File: config.mk
export PLATFORM = sky130hd
export DESIGN_NAME = sram_arbiter_flat
export DESIGN_NICKNAME = d
export VERILOG_FILES = /design/src/rtl/sram_arbiter_if.sv /design/src/rtl/sram_arbiter.sv /design/src/flat_wrapper.sv
export SDC_FILE = /design/constraint.sdc
export NUM_CORES = 1
export LEC_CHECK = 0
export CORE_MARGIN = 5
export CORE_UTILIZATION = 40
export DETAILED_ROUTE_END_ITERATION = 8
export GPL_TIMING_DRIVEN = 1
export PLACE_DENSITY = 0.75
export SYNTH_ARGS = -nofsm -noshare
export SYNTH_HDL_FRONTEND = slang
export SYNTH_SLANG_ARGS = --single-unit
File: constraint.sdc
create_clock -name clk -period 6.05 [get_ports clk]
set_input_delay 0.605 -clock clk [delete_from_list [all_inputs] [get_ports clk]]
set_output_delay 0.605 -clock clk [all_outputs]
set_load 0.03 [all_outputs]
File: src/rtl/sram_arbiter_if.sv
// sram_arbiter_if: bundle of the two requester ports and the SRAM controller request port.
// Requester A and B: req_*, write_*, addr_*, wdata_* in; ack_* out.
// Shared response to requesters: rdata, err, busy.
// SRAM controller side: address, wdata, valid_request and write out; sram_rdata and valid_read in.
// Modport slave is the arbiter. Modport master is the environment, meaning the requesters and the SRAM controller.
interface sram_arbiter_if;
    logic        req_a;
    logic        write_a;
    logic [21:0] addr_a;
    logic [15:0] wdata_a;
    logic        ack_a;
    logic        req_b;
    logic        write_b;
    logic [21:0] addr_b;
    logic [15:0] wdata_b;
    logic        ack_b;
    logic [15:0] rdata;
    logic        err;
    logic        busy;
    logic [21:0] address;
    logic [15:0] wdata;
    logic        valid_request;
    logic        write;
    logic [15:0] sram_rdata;
    logic        valid_read;

    modport slave (
        input  req_a, write_a, addr_a, wdata_a,
        input  req_b, write_b, addr_b, wdata_b,
        input  sram_rdata, valid_read,
        output ack_a, ack_b, rdata, err, busy,
        output address, wdata, valid_request, write
    );

    modport master (
        output req_a, write_a, addr_a, wdata_a,
        output req_b, write_b, addr_b, wdata_b,
        output sram_rdata, valid_read,
        input  ack_a, ack_b, rdata, err, busy,
        input  address, wdata, valid_request, write
    );
endinterface

File: src/rtl/sram_arbiter.sv
// sram_arbiter: round-robin two-port arbiter that sequences single-word reads and writes into the SRAM controller.
// clk   : system clock; all logic runs on the rising edge.
// rst_n : asynchronous, active-low reset.
// bus   : sram_arbiter_if.slave, carrying the requester A/B ports, the acknowledge/response, and the SRAM controller port.
// WR_CYCLES  : cycles from write issue to write completion (1..255).
// RD_TIMEOUT : maximum cycles spent waiting for valid_read before an error response (2..255).
module sram_arbiter #(
    parameter int WR_CYCLES  = 4,
    parameter int RD_TIMEOUT = 64
) (
    input logic           clk,
    input logic           rst_n,
    sram_arbiter_if.slave bus
);
    typedef enum logic [2:0] {IDLE, ISSUE, WAIT_RD, WAIT_WR, RESP} state_t;

    localparam logic [7:0] WR_LAST = 8'(WR_CYCLES - 1);
    localparam logic [7:0] RD_LAST = 8'(RD_TIMEOUT - 1);

    state_t     state;
    logic [7:0] cnt;
    logic       last_b;
    logic       gnt_b;
    logic       grant_a;
    logic       grant_b;

    // A wins a tie unless A was the last grant. The pointer resets to B, so A wins the first tie.
    assign grant_a = bus.req_a && (!bus.req_b || last_b);
    assign grant_b = bus.req_b && !grant_a;

    // The address, wdata and write outputs are the latch registers for the granted request.
    // They hold from ISSUE through RESP.
    always_ff @(posedge clk or negedge rst_n) begin
        if (!rst_n) begin
            state             <= IDLE;
            cnt               <= 8'd0;
            last_b            <= 1'b1;
            gnt_b             <= 1'b0;
            bus.ack_a         <= 1'b0;
            bus.ack_b         <= 1'b0;
            bus.rdata         <= 16'd0;
            bus.err           <= 1'b0;
            bus.busy          <= 1'b0;
            bus.address       <= 22'd0;
            bus.wdata         <= 16'd0;
            bus.valid_request <= 1'b0;
            bus.write         <= 1'b0;
        end else begin
            case (state)
                IDLE: begin
                    if (grant_a || grant_b) begin
                        gnt_b             <= grant_b;
                        last_b            <= grant_b;
                        bus.write         <= grant_b ? bus.write_b : bus.write_a;
                        bus.address       <= grant_b ? bus.addr_b  : bus.addr_a;
                        bus.wdata         <= grant_b ? bus.wdata_b : bus.wdata_a;
                        bus.valid_request <= 1'b1;
                        bus.busy          <= 1'b1;
                        state             <= ISSUE;
                    end
                end
                ISSUE: begin
                    bus.valid_request <= 1'b0;
                    cnt               <= 8'd0;
                    state             <= bus.write ? WAIT_WR : WAIT_RD;
                end
                WAIT_RD: begin
                    cnt <= cnt + 8'd1;
                    // Returned data takes priority over a timeout that falls in the same cycle.
                    if (bus.valid_read) begin
                        bus.rdata <= bus.sram_rdata;
                        bus.err   <= 1'b0;
                        bus.ack_a <= !gnt_b;
                        bus.ack_b <= gnt_b;
                        state     <= RESP;
                    end else if (cnt == RD_LAST) begin
                        bus.rdata <= 16'd0;
                        bus.err   <= 1'b1;
                        bus.ack_a <= !gnt_b;
                        bus.ack_b <= gnt_b;
                        state     <= RESP;
                    end
                end
                WAIT_WR: begin
                    cnt <= cnt + 8'd1;
                    if (cnt == WR_LAST) begin
                        bus.err   <= 1'b0;
                        bus.ack_a <= !gnt_b;
                        bus.ack_b <= gnt_b;
                        state     <= RESP;
                    end
                end
                RESP: begin
                    bus.ack_a <= 1'b0;
                    bus.ack_b <= 1'b0;
                    bus.err   <= 1'b0;
                    bus.busy  <= 1'b0;
                    state     <= IDLE;
                end
                default: state <= IDLE;
            endcase
        end
    end
endmodule

File: src/flat_wrapper.sv
// flat-port wrapper written by rule: the top's interface ports become plain ports
module sram_arbiter_flat 
#(
    parameter int WR_CYCLES  = 4,
    parameter int RD_TIMEOUT = 64
)
  (clk, rst_n, bus_req_a, bus_write_a, bus_addr_a, bus_wdata_a, bus_req_b, bus_write_b, bus_addr_b, bus_wdata_b, bus_sram_rdata, bus_valid_read, bus_ack_a, bus_ack_b, bus_rdata, bus_err, bus_busy, bus_address, bus_wdata, bus_valid_request, bus_write);
  sram_arbiter_if bus_i ();
  input logic clk;
  input logic rst_n;
  input wire logic [$bits(bus_i.req_a)-1:0] bus_req_a;
  input wire logic [$bits(bus_i.write_a)-1:0] bus_write_a;
  input wire logic [$bits(bus_i.addr_a)-1:0] bus_addr_a;
  input wire logic [$bits(bus_i.wdata_a)-1:0] bus_wdata_a;
  input wire logic [$bits(bus_i.req_b)-1:0] bus_req_b;
  input wire logic [$bits(bus_i.write_b)-1:0] bus_write_b;
  input wire logic [$bits(bus_i.addr_b)-1:0] bus_addr_b;
  input wire logic [$bits(bus_i.wdata_b)-1:0] bus_wdata_b;
  input wire logic [$bits(bus_i.sram_rdata)-1:0] bus_sram_rdata;
  input wire logic [$bits(bus_i.valid_read)-1:0] bus_valid_read;
  output wire logic [$bits(bus_i.ack_a)-1:0] bus_ack_a;
  output wire logic [$bits(bus_i.ack_b)-1:0] bus_ack_b;
  output wire logic [$bits(bus_i.rdata)-1:0] bus_rdata;
  output wire logic [$bits(bus_i.err)-1:0] bus_err;
  output wire logic [$bits(bus_i.busy)-1:0] bus_busy;
  output wire logic [$bits(bus_i.address)-1:0] bus_address;
  output wire logic [$bits(bus_i.wdata)-1:0] bus_wdata;
  output wire logic [$bits(bus_i.valid_request)-1:0] bus_valid_request;
  output wire logic [$bits(bus_i.write)-1:0] bus_write;
  assign bus_i.req_a = bus_req_a;
  assign bus_i.write_a = bus_write_a;
  assign bus_i.addr_a = bus_addr_a;
  assign bus_i.wdata_a = bus_wdata_a;
  assign bus_i.req_b = bus_req_b;
  assign bus_i.write_b = bus_write_b;
  assign bus_i.addr_b = bus_addr_b;
  assign bus_i.wdata_b = bus_wdata_b;
  assign bus_i.sram_rdata = bus_sram_rdata;
  assign bus_i.valid_read = bus_valid_read;
  assign bus_ack_a = bus_i.ack_a;
  assign bus_ack_b = bus_i.ack_b;
  assign bus_rdata = bus_i.rdata;
  assign bus_err = bus_i.err;
  assign bus_busy = bus_i.busy;
  assign bus_address = bus_i.address;
  assign bus_wdata = bus_i.wdata;
  assign bus_valid_request = bus_i.valid_request;
  assign bus_write = bus_i.write;
  sram_arbiter #(.WR_CYCLES(WR_CYCLES), .RD_TIMEOUT(RD_TIMEOUT)) u_core (.clk(clk), .rst_n(rst_n), .bus(bus_i));
endmodule
==> flow_summary.ini, run 1 <==
[global_route]
grt_pass1_vias = 2984
grt_busiest_layer = met2
met3_usage_pct = 5.813
grtUsageMet2_pct = 29.01
grt.total_usage_pct = 17.73
grt_antenna_before_repair = 0
grt_pass1_wl_microns = 14100
grt_use_met1_pct = 21.28
grt_max_degree = 74
grt_overflow = 0

[layout]
final_cell_area_sq_mm = 0.005185
drive_above_1_share_pct = 5.365
n_antenna_cell = 0
nets = 561
fill_cells = 674
area_growth_pct = 57.57

[min_path]
hold_class = in -> async

[die]
num_rows = 33
pin_count = 159
core-area_sq_mm = 0.008134
start_util_pct = 40.46
die_w_microns = 100.7
die_h_microns = 100.7
die_area_sq_mm = 0.01014

[sta]
fin_setup_tns_ps = 0
period_minus_slack_ps = 2242
finalSetupViolations = 0
max_freq_mhz = 445.9
worstMarginPinSlew_ps = 885.8
rsz0062_at_grt = false
maxSlewHeadroom_pct = 40.95
finClkSkew_ps = 12.42
final-hold-violation-count = 0
period_share_pct = 37.07
slew_viol_final = 0

[run_status]
outcome = completed

[critical_path]
critical-path-top-delay-family = simple AND/OR/NAND/NOR gates
r2r_cells = 5
critical_path_class = reg -> reg
worstReg2RegStart = u_core.cnt[0]$_DFFE_PN0P_
crit_slowest_cell = or2_1
reg2reg_slack_ps = 3810
crit_path_end_kind = register
critical_path.max_fanout = 16
crit_buf_inv = 0
regToRegEndpoint = u_core.bus.rdata[0]$_DFFE_PN0P_
path_depth = 5
startpoint_type = register
max_stage_delay_ps = 540
critPathRequiredTime_ps = 6320
worst-endpoint-arrival_ps = 2520
path_cells = ha_1 > and3_1 > a41oi_1 > or2_1 > a22o_1

[logic_synthesis]
yosysWarningCount = 0
yosysMostFrequentCell = dfrtp_1
seq_area_frac_synth_pct = 55.55
ys_ff_latch = 73
synth_edf_count = 0
synth_ff_type = dfrtp_1
ys_async_sr_fraction_pct = 100.0
syn-num-nets = 411
synth_common_cells = dfrtp_1, nor2_1, a21oi_1, mux2i_1, a22o_1
synth_area_leaders = dfrtp_1, mux2i_1, a21oi_1
yosysUniqueCellTypes = 35
netlist_instances = 311
netlist.top_cell.by_area = dfrtp_1
syn_area_sq_mm = 0.003291
synth_top_area_share_pct = 54.75
synth_area_per_cell_sq_um = 10.58

[clock_tree]
ctsHtreeMaxLevel = 3
clk_root_buffer_cell = clkbuf_8
cts_buffers = 9
postCtsSetupBuffers = 0
cts.path.max_buffers = 2
ctsHoldBuffers = 0
cts_tree = done
path_clk_slew_ps = 80
post_cts_resized = 0
numClockSinks = 73
clock_latency_ps = 340

[power]
internal-power_uw = 1574
power_density_mw_per_mm2 = 524.2
p_comb_share_pct = 52.2
max-vdd-ir-drop_uv = 246.3
p_leak_uw = 0.002175
power_frac_seq_pct = 31.9
p_clk_share_pct = 15.9
switching_power_uw = 1144
swShare_pct = 42.08

[route]
avgRoutedWirePerCell_microns = 15.70
vias_per_cell = 5.116
first_pass_iters = 5
drc = 0
vias = 2921
drt_iter0_drc = 98
ant_nets = 0
routed_wirelength_microns = 8962

[place]
post-dp-hpwl_microns = 6826
place_congestion = 0.7688
dpl-instance-area_sq_mm = 0.004955
io_buffers = 158

[run]
cap_violations = 0
-- kinds of logic (layout without fill, tap and decap cells) --
logic type,count (synthesis),after routing,share of synthesized area (%)
and+or+nand+nor,80,80,10.76
buffers and inverters,26,181,3.156
adders and majority gates,1,1,0.3802
AOI/OAI and AO/OA,86,86,16.35
DFF,73,73,55.55
muxes,45,45,13.80
-- cell type report --
class	count	area, sq um	share of cell area (%)
Timing Repair Buffer	161	1602	30.89
Clock inverter	4	75.07	1.448
Inverter	4	15.01	0.2896
Multi-Input combinational cell	212	1379	26.59
Tap cell	105	131.4	2.534
Clock buffer	12	155.1	2.992
Sequential cell	73	1828	35.26
-- routing by layer --
metal / share of wire [%] / up-vias
met5: 0 / -
met4: 1.8 / 0
met3: 8.2 / 16
met2: 50 / 103
met1: 40 / 1391
li1: - / 1411
-- stage by stage --
stage | instances | total power (uW) | worst slack (ps) | hold WS (ps) | util, %
after floorplan | 311 | 1710 | 4101 | 309.4 | -
after global placement | 555 | 2269 | 3690 | 466.2 | 60.91
after detailed placement | 555 | 2306 | 3630 | 471.9 | 60.91
after CTS | 571 | 2747 | 3798 | 419.8 | 63.74
after global routing | 571 | 2891 | 3657 | 470.5 | 63.74
final | 571 | 2718 | 3808 | 396.2 | 63.74
-- worst max-delay path by stage --
| stage | start | to | slack (ps) |
|---|---|---|---|
| after detailed placement | bus_valid_read | u_core.bus.rdata[7]$_DFFE_PN0P_ | 3630 |
| final | u_core.cnt[0]$_DFFE_PN0P_ | u_core.bus.rdata[0]$_DFFE_PN0P_ | 3810 |
| after global routing | u_core.cnt[0]$_DFFE_PN0P_ | u_core.bus.rdata[14]$_DFFE_PN0P_ | 3660 |
| after CTS | u_core.cnt[0]$_DFFE_PN0P_ | u_core.bus.rdata[0]$_DFFE_PN0P_ | 3800 |
| after floorplan | u_core.cnt[0]$_DFFE_PN0P_ | u_core.bus.ack_b$_DFFE_PN0P_ | 4100 |
| after global placement | bus_req_a | u_core.gnt_b$_DFFE_PN0P_ | 3690 |
-- power groups by stage --
| stage | Clock, uW | Combinational (uW) | Sequential [uW] |
|---|---|---|---|
| after floorplan | 0 | 505 | 1200 |
| after global placement | 0 | 1410 | 863 |
| after detailed placement | 0 | 1430 | 874 |
| after CTS | 442 | 1440 | 868 |
| after global routing | 461 | 1530 | 900 |
| final | 431 | 1420 | 868 |
-- flip-flops by register name, indices dropped and copies added (netlist names) --
name and flops:
u_core.bus.ack_a 1, u_core.bus.ack_b 1, u_core.bus.address 22, u_core.bus.busy 1, u_core.bus.err 1, u_core.bus.rdata 16, u_core.bus.valid_request 1, u_core.bus.wdata 16
u_core.bus.write 1, u_core.cnt 8, u_core.gnt_b 1, u_core.last_b 1, u_core.state 3
-- cell usage in the layout, fill, tap and decap left out, types with 6 or more instances in the layout --
| cell | n |
|---|---|
| nor2_1 | 45 |
| clkdlybuf4s50_1 | 157 |
| a22o_1 | 16 |
| clkbuf_8 | 11 |
| nand3_1 | 6 |
| dfrtp_1 | 72 |
| a21oi_1 | 43 |
| mux2i_1 | 42 |
| nand2_1 | 13 |
| o21ai_0 | 10 |
No activity file was read; power rests on OpenSTA's default activity.
==> run 2, diff against run 1 <==
--- a/config.mk
+++ b/config.mk
@@ -6,10 +6,10 @@
 export NUM_CORES = 1
 export LEC_CHECK = 0
 export CORE_MARGIN = 5
-export CORE_UTILIZATION = 40
+export CORE_UTILIZATION = 37
 export DETAILED_ROUTE_END_ITERATION = 8
 export GPL_TIMING_DRIVEN = 1
-export PLACE_DENSITY = 0.75
+export PLACE_DENSITY = 0.73
 export SYNTH_ARGS = -nofsm -noshare
 export SYNTH_HDL_FRONTEND = slang
 export SYNTH_SLANG_ARGS = --single-unit
==> constraint.sdc (replaced) <==
create_clock -name clk -period 1.9 [get_ports clk]
set_input_delay 0.19 -clock clk [delete_from_list [all_inputs] [get_ports clk]]
set_output_delay 0.19 -clock clk [all_outputs]
set_load 0.03 [all_outputs]
==> flow_summary.ini, run 2 (synthesis gave the netlist of run 1 again) <==
[clock_tree]
clk_root_buffer_cell = clkbuf_8
path_clk_slew_ps = 70
numClockSinks = 73
cts_buffers = 9
cts.path.max_buffers = 2
clock_latency_ps = 330
ctsHtreeMaxLevel = 3
cts_tree = done

[place]
dp_slack_ps = -100.4
post-dp-hpwl_microns = 7051
io_buffers = 158
place_congestion = 0.8846

[layout]
layout_common_cells = clkdlybuf4s50_1, dfrtp_1, nor2_1
layout_commonest_cell = clkdlybuf4s50_1
largest_reg_flops = 22
drive_above_1_share_pct = 10.14
regMostFlops = u_core.bus.address
fill_cells = 735
n_antenna_cell = 0
nets = 580
fin_util_pct = 61.94
area_growth_pct = 63.35
largestRegisters = u_core.bus.address x22, u_core.bus.rdata x16, u_core.bus.wdata x16

[sta]
finalSetupViolations = 0
period_minus_slack_ps = 1886
rsz0062_at_grt = true
period_share_pct = 99.24
max_freq_mhz = 530.3
worstMarginPinSlew_ps = 552.0
fin_setup_tns_ps = 0
final-hold-violation-count = 0
maxSlewHeadroom_pct = 63.20
finClkSkew_ps = 8.617
slew_viol_final = 0
finalWorstSetupSlack_ps = 14.44

[run_status]
outcome = completed

[die]
core-area_sq_mm = 0.008678
start_util_pct = 37.92
num_rows = 34
die_w_microns = 104.3
pin_count = 159
die_h_microns = 104.3
die_area_sq_mm = 0.01088

[critical_path]
worst-endpoint-arrival_ps = 2120
startpoint_type = register
crit_path_end_kind = register
startpoint = u_core.cnt[0]$_DFFE_PN0P_
worstReg2RegStart = u_core.cnt[0]$_DFFE_PN0P_
critical_path_class = reg -> reg
critPathRequiredTime_ps = 2140
critical_path.max_fanout = 6

[route]
routed_wirelength_microns = 8990
vias = 2963
drc = 0
first_pass_iters = 4
avgRoutedWirePerCell_microns = 15.21
ant_nets = 0
vias_per_cell = 5.014
drt_iter0_drc = 94

[global_route]
grt_max_degree = 43
grt_pass1_vias = 3016
grt_pass1_wl_microns = 14860
grt.total_usage_pct = 16.58
grt_overflow = 0
grt_antenna_before_repair = 0

[power]
p_leak_uw = 0.002275
total_power_uw = 8694
p_clk_share_pct = 13.1
max-vdd-ir-drop_uv = 689.8
internal-power_uw = 5019
p_comb_share_pct = 55.7
power_frac_seq_pct = 31.2
swShare_pct = 42.27
power_density_mw_per_mm2 = 1618
switching_power_uw = 3675

[min_path]
hold_class = in -> async

[run]
cap_violations = 0
## run 2: layout make-up
cell class	count	area, sq um	area share [%]
clock inverters	5	58.81	1.094
multi-input cells	212	1405	26.14
well taps	108	135.1	2.514
clock buffers	9	123.9	2.304
flip-flops and latches	73	1828	34.01
inverters	4	15.01	0.2793
repair buffers	180	1809	33.66
## run 2: routing by layer
| layer | part of all wire (%) | global-route usage (%) |
|---|---|---|
| met5 | 0 | 0 |
| met4 | 0.93 | 4.810 |
| met3 | 7.6 | 5.773 |
| met2 | 51 | 27.47 |
| met1 | 41 | 20.37 |
## run 2: worst paths after layout
| kind | slack, ps | cells after the start | to |
|---|---|---|---|
| max in group asynchronous | 960 | 3 | u_core.bus.wdata[15]$_DFFE_PN0P_ |
| min in group clk | 450 | 2 | u_core.bus.rdata[5]$_DFFE_PN0P_ |
| worst min register to register | 480 | 1 | u_core.bus.valid_request$_DFFE_PN0P_ |
| worst max-delay path | 10 | 5 | u_core.bus.ack_b$_DFFE_PN0P_ |
| worst max register to register | 10 | 5 | u_core.bus.ack_b$_DFFE_PN0P_ |
| worst min-delay path | 400 | 2 | u_core.bus.wdata[10]$_DFFE_PN0P_ |
## run 2: power groups by stage
stage	Clock (uW)	Combinational [uW]	Sequential (uW)
2_1_floorplan	0	1610	3840
3_3_place_gp	0	4760	2710
3_5_place_dp	0	4830	2740
4_1_cts	1180	4850	2720
5_1_grt	1240	5210	2810
6_report	1140	4840	2710
## run 2: per-stage QoR
step | instance area [sq um] | cells | hold slack, ps
after global routing | 5375 | 591 | 454.9
final | 5375 | 591 | 397.4
after CTS | 5340 | 589 | 415.1
after global placement | 5144 | 574 | 223.1
after detailed placement | 5144 | 574 | 226.0
after floorplan | 3293 | 311 | -105.6
## run 2: repair_timing
action | 4_1_cts | 5_1_grt
buffers inserted | 0 | 2
hold buffers | 1 | 0
endpoints found under the hold margin | 40 | 0
endpoints found under the setup margin | 21 | 21
gates resized for setup | 2 | 6
pin swaps | 0 | 2
## run 2: worst max-delay path, cell delays in order (launching register included)
cell      delay, ps
dfrtp_1         360
ha_2            170
or4b_4          450
or4_4           480
mux2i_1         160
a211oi_2        180
